===== config.mk =====
export PLATFORM = sky130hd
export DESIGN_NAME = ilm_dot_accum
export DESIGN_NICKNAME = d
export VERILOG_FILES = /design/src/rtl/ilm_pkg.sv /design/src/rtl/ilm_sat_add.sv /design/src/rtl/ilm_dot_accum.sv
export SDC_FILE = /design/constraint.sdc
export NUM_CORES = 1
export LEC_CHECK = 0
export BUFFER_PORTS_ARGS = -buffer_cell sky130_fd_sc_hd__buf_4
export CELL_PAD_IN_SITES_DETAIL_PLACEMENT = 0
export CELL_PAD_IN_SITES_GLOBAL_PLACEMENT = 1
export CORE_MARGIN = 8
export CORE_UTILIZATION = 48
export DETAILED_ROUTE_END_ITERATION = 8
export PLACE_DENSITY_LB_ADDON = 0.2
export SYNTH_ARGS = -nofsm -noshare
export SYNTH_HDL_FRONTEND = slang
export SYNTH_SLANG_ARGS = --single-unit

===== constraint.sdc =====
create_clock -name clk -period 9.3 [get_ports clk]
set_input_delay 0.465 -clock clk [delete_from_list [all_inputs] [get_ports clk]]
set_output_delay 0.465 -clock clk [all_outputs]
set_load 0.03 [all_outputs]

===== src/rtl/ilm_pkg.sv =====
// Shared definitions for ILM accumulator blocks: default widths and the
// job-level state encoding.
package ilm_pkg;

    localparam int unsigned PROD_W_DEF = 17;
    localparam int unsigned ACC_W_DEF  = 24;
    localparam int unsigned LEN_W_DEF  = 8;

    typedef enum logic [1:0] {
        IDLE  = 2'd0,
        ACCUM = 2'd1,
        HOLD  = 2'd2
    } ilm_state_t;

endpackage


===== src/rtl/ilm_sat_add.sv =====
// Combinational signed saturating adder: a (A_W bits) + sign-extended b (B_W
// bits), clamped to the A_W range. Requires A_W > B_W.
module ilm_sat_add #(
    parameter int unsigned A_W = 24,
    parameter int unsigned B_W = 17
) (
    input  logic [A_W-1:0] a,
    input  logic [B_W-1:0] b,
    output logic [A_W-1:0] sum,
    output logic           ovf
);

    logic [A_W:0] full;

    always_comb begin
        full = {a[A_W-1], a} + {{(A_W+1-B_W){b[B_W-1]}}, b};
        // The two top bits disagree only when the true result left the A_W range.
        ovf  = full[A_W] ^ full[A_W-1];
        if (!ovf)
            sum = full[A_W-1:0];
        else if (full[A_W])
            sum = {1'b1, {(A_W-1){1'b0}}};
        else
            sum = {1'b0, {(A_W-1){1'b1}}};
    end

endmodule


===== src/rtl/ilm_dot_accum.sv =====
// Dot-product accumulator for ILM products: sums a programmed number of
// signed beats with saturation and presents one result per job.
module ilm_dot_accum
    import ilm_pkg::*;
#(
    parameter int unsigned PROD_W = PROD_W_DEF,
    parameter int unsigned ACC_W  = ACC_W_DEF,
    parameter int unsigned LEN_W  = LEN_W_DEF
) (
    input  logic              clk,
    input  logic              rst_n,
    input  logic              start,
    input  logic [LEN_W-1:0]  cfg_len,
    input  logic              in_valid,
    output logic              in_ready,
    input  logic [PROD_W-1:0] in_product,
    input  logic              in_carry,
    output logic              out_valid,
    input  logic              out_ready,
    output logic [ACC_W-1:0]  out_sum,
    output logic              out_sat,
    output logic              out_carry,
    output logic              busy
);

    ilm_state_t        state, state_nxt;
    logic [ACC_W-1:0]  acc;
    logic [ACC_W-1:0]  add_sum;
    logic              add_ovf;
    logic [LEN_W-1:0]  count;
    logic [LEN_W-1:0]  last_idx;
    logic              sat_r;
    logic              carry_r;
    logic              accept;
    logic              last_beat;

    ilm_sat_add #(
        .A_W (ACC_W),
        .B_W (PROD_W)
    ) u_sat_add (
        .a   (acc),
        .b   (in_product),
        .sum (add_sum),
        .ovf (add_ovf)
    );

    assign accept    = in_valid & in_ready;
    assign last_beat = (count == last_idx);

    always_ff @(posedge clk or negedge rst_n) begin
        if (!rst_n)
            state <= IDLE;
        else
            state <= state_nxt;
    end

    always_comb begin
        state_nxt = state;
        in_ready  = 1'b0;
        out_valid = 1'b0;
        busy      = (state != IDLE);
        case (state)
            IDLE: begin
                if (start)
                    state_nxt = ACCUM;
            end
            ACCUM: begin
                in_ready = 1'b1;
                if (in_valid && last_beat)
                    state_nxt = HOLD;
            end
            HOLD: begin
                out_valid = 1'b1;
                if (out_ready)
                    state_nxt = IDLE;
            end
            default: state_nxt = IDLE;
        endcase
    end

    always_ff @(posedge clk or negedge rst_n) begin
        if (!rst_n) begin
            acc       <= '0;
            count     <= '0;
            last_idx  <= '0;
            sat_r     <= 1'b0;
            carry_r   <= 1'b0;
            out_sum   <= '0;
            out_sat   <= 1'b0;
            out_carry <= 1'b0;
        end else if (state == IDLE && start) begin
            // Storing len-1 lets a zero length fold naturally into a one-beat job.
            last_idx <= (cfg_len == '0) ? '0 : cfg_len - LEN_W'(1);
            acc      <= '0;
            count    <= '0;
            sat_r    <= 1'b0;
            carry_r  <= 1'b0;
        end else if (accept) begin
            acc     <= add_sum;
            count   <= count + LEN_W'(1);
            sat_r   <= sat_r | add_ovf;
            carry_r <= carry_r | in_carry;
            if (last_beat) begin
                out_sum   <= add_sum;
                out_sat   <= sat_r | add_ovf;
                out_carry <= carry_r | in_carry;
            end
        end
    end

endmodule

==> run summary <==
status: completed
number of synthesized flops with an enable pin: 0
Leak: 2.33 nW
ant diodes: 0
Starting DRT DRC Count: 132
Post-CTS Setup Bufs: 0
critical path capture point type: flop
largest net degree at the start of global routing: 71
Final Non-Filler Cells: 656
area post-placement: 4880 um2
RSZ-0062 raised after global routing: no
setup TNS: 0 ns
Place WS: 5.49 ns
relative slew slack: 0.404
clock transition at the registers of the reported paths: 0.09 ns
Post-DP HPWL: 7770 um
worst setup path category: reg2reg
I/O pin total: 60
worst path cell trace: ha_1, a21oi_4, o21ai_2, a2111oi_4, o2bb2ai_2, o31a_1, o211ai_1, mux2_2, and2_2, a21oi_1
Resized cells post-CTS: 0
die height: 112 um
Core ar.: 9060 um2
max-cap violation count: 0
Syn Inst Count: 490
fraction of layout cells with a size suffix above 1: 0.191
final hold vios: 0
crit-path max cell delay: 0.66 ns
Initial Util: 0.484
CP Data Required Time: 9.49 ns
CTS root buf: clkbuf_8
Finished Cell Area: 5080 um2
Crit path max-delay family: compound AO/OA/AOI/OAI gates
Least-Margin Pin Slew: 0.894 ns
Worst Hold Class: in2async
Final Max Slew Viols: 0
NumNets Final: 598
Net Count, Synth: 548
Synth Register Bits: 70
# setup viols final: 0
Startpoint Class: flop
DRT antenna net count: 0
Synth-to-Final Area Change: 15.8%
Pre-antenna DRT Iters: 4
top fanout value on the critical path: 21
crit path time final: 3.67 ns
DR vias: 3691
number of distinct library cells after synthesis: 59
setup ws final: 5.63 ns
Clock Sink Count: 70
Die W: 112 um
Async S/R FF share, synth: 1.00
pwr dens: 402 nW/um2
Fmax achieved: 273 MHz
IO buf count: 59
H-tree levels: 3
dpl cells: 640
Tot Pwr: 2.05 mW
Worst IR Drop VDD: 0.172 mV
GRT Total Usage: 0.181
grt total ovfl: 0
initial antenna violation count: 0
placer congestion estimate: 0.833
commonest non-fill, non-tap cell in the layout: a21oi_1
drt wl/cell: 17.0 um
clk_lat worst skew: 0.34 ns
most frequent cells in the layout: 81 x a21oi_1, 70 x dfrtp_1, 62 x buf_4
clock tree buffer depth: 2
overall routed net length: 11200 um
worst hold slack: 0.249 ns
sequential area share after synthesis: 0.399
syn_area_per_cell: 8.96 um2
period utilization: 0.395
vias per cell: 5.63
CP Buf/Inv Count: 0
Max Clock Skew: 0.0114 ns
Hold Buf Count CTS: 0
die area: 12500 um2
first-pass GRT wire length: 18400 um
predominant post-synthesis flop cell: dfrtp_1
vias in the first global route: 3835
CTS buffer count: 9
Site Rows: 35
CTS tree: done
Post-Syn Area: 4390 um2
CP max stage cell: o211ai_1
WP data arrival: 3.86 ns
drt drc: 0
post-route core utilization: 0.561
YS warnings: 0
-- Yosys cell counts (all sizes together) (3+ instances only) --
library cell	instances	area (um2)
a21oi	93	518
dfrtp	70	1750
nand2	55	206
nor2	46	173
ha	26	325
o21ai	25	129
xnor2	25	219
clkbuf	16	61.3
inv	15	56.3
xor2	13	114
a21o	11	82.6
nand3	11	55.1
buf	7	61.3
nand2b	6	37.5
and2	5	35.0
and3	5	31.3
nand4	5	31.3
o211ai	5	42.5
a22o	4	35.0
nor3	4	20.0
o21bai	4	30.0
mux2	3	33.8
nor2b	3	18.8
o21a	3	22.5
-- path summary, 6_finish.rpt --
kind | from | end | slack [ns] | depth (start not counted)
worst max-delay path | acc[11]$_DFFE_PN0P_ | out_sum[7]$_DFFE_PN0P_ | 5.63 | 10
worst min-delay path | rst_n | out_sum[5]$_DFFE_PN0P_ | 0.25 | 1
min in group clk | cfg_len[0] | last_idx[0]$_DFFE_PN0P_ | 0.33 | 2
worst max register to register | acc[11]$_DFFE_PN0P_ | out_sum[7]$_DFFE_PN0P_ | 5.63 | 10
max in group asynchronous | rst_n | acc[18]$_DFFE_PN0P_ | 8.48 | 1
worst min register to register | carry_r$_DFFE_PN0P_ | carry_r$_DFFE_PN0P_ | 0.50 | 2
-- worst reg2reg max path: stages (launching register included) --
cell       delay [ns]
dfrtp_1          0.40
ha_1             0.39
a21oi_4          0.23
o21ai_2          0.09
a2111oi_4        0.36
o2bb2ai_2        0.14
o31a_1           0.31
o211ai_1         0.66
mux2_2           0.30
and2_2           0.49
a21oi_1          0.15
-- state kept, by name, summed over array words and instances (netlist names) --
name       flops
out_sat        1
out_sum       24
last_idx       8
carry_r        1
acc           24
sat_r          1
count          8
state          2
out_carry      1
-- cells by family after synthesis --
| kind of cell | Yosys count | share of synthesized area |
|---|---|---|
| AO/OA/AOI/OAI | 165 | 0.243 |
| XOR/XNOR | 38 | 0.0758 |
| adder cells (fa/ha/maj) | 27 | 0.0786 |
| buffers and inverters | 38 | 0.0407 |
| flip-flops | 70 | 0.399 |
| multiplexers | 5 | 0.0123 |
| AND/OR/NAND/NOR | 147 | 0.151 |
-- area by class of cell --
| type | count | area, um2 |
|---|---|---|
| Clock buffer | 10 | 138 |
| Clock inverter | 6 | 67.6 |
| Fill cell | 863 | 3980 |
| Inverter | 15 | 56.3 |
| Multi-Input combinational cell | 382 | 2470 |
| Sequential cell | 70 | 1750 |
| Tap cell | 111 | 139 |
| Timing Repair Buffer | 62 | 465 |
-- where the power goes --
group          internal (mW)  total, mW  leakage (nW)  switching [mW]
registers              0.449      0.547         0.834          0.0983
logic                  0.491       1.24          1.40           0.746
clock network          0.133      0.262        0.0993           0.129
-- routing by layer --
layer  routed length, um  up-vias  GRT usage
met5                   0        -          0
met4                 102        0     0.0620
met3                 395        8     0.0352
met2                5560       76      0.310
met1                5100     1787      0.221
li1                    -     1820          -
(Power assumes the default switching activity.)
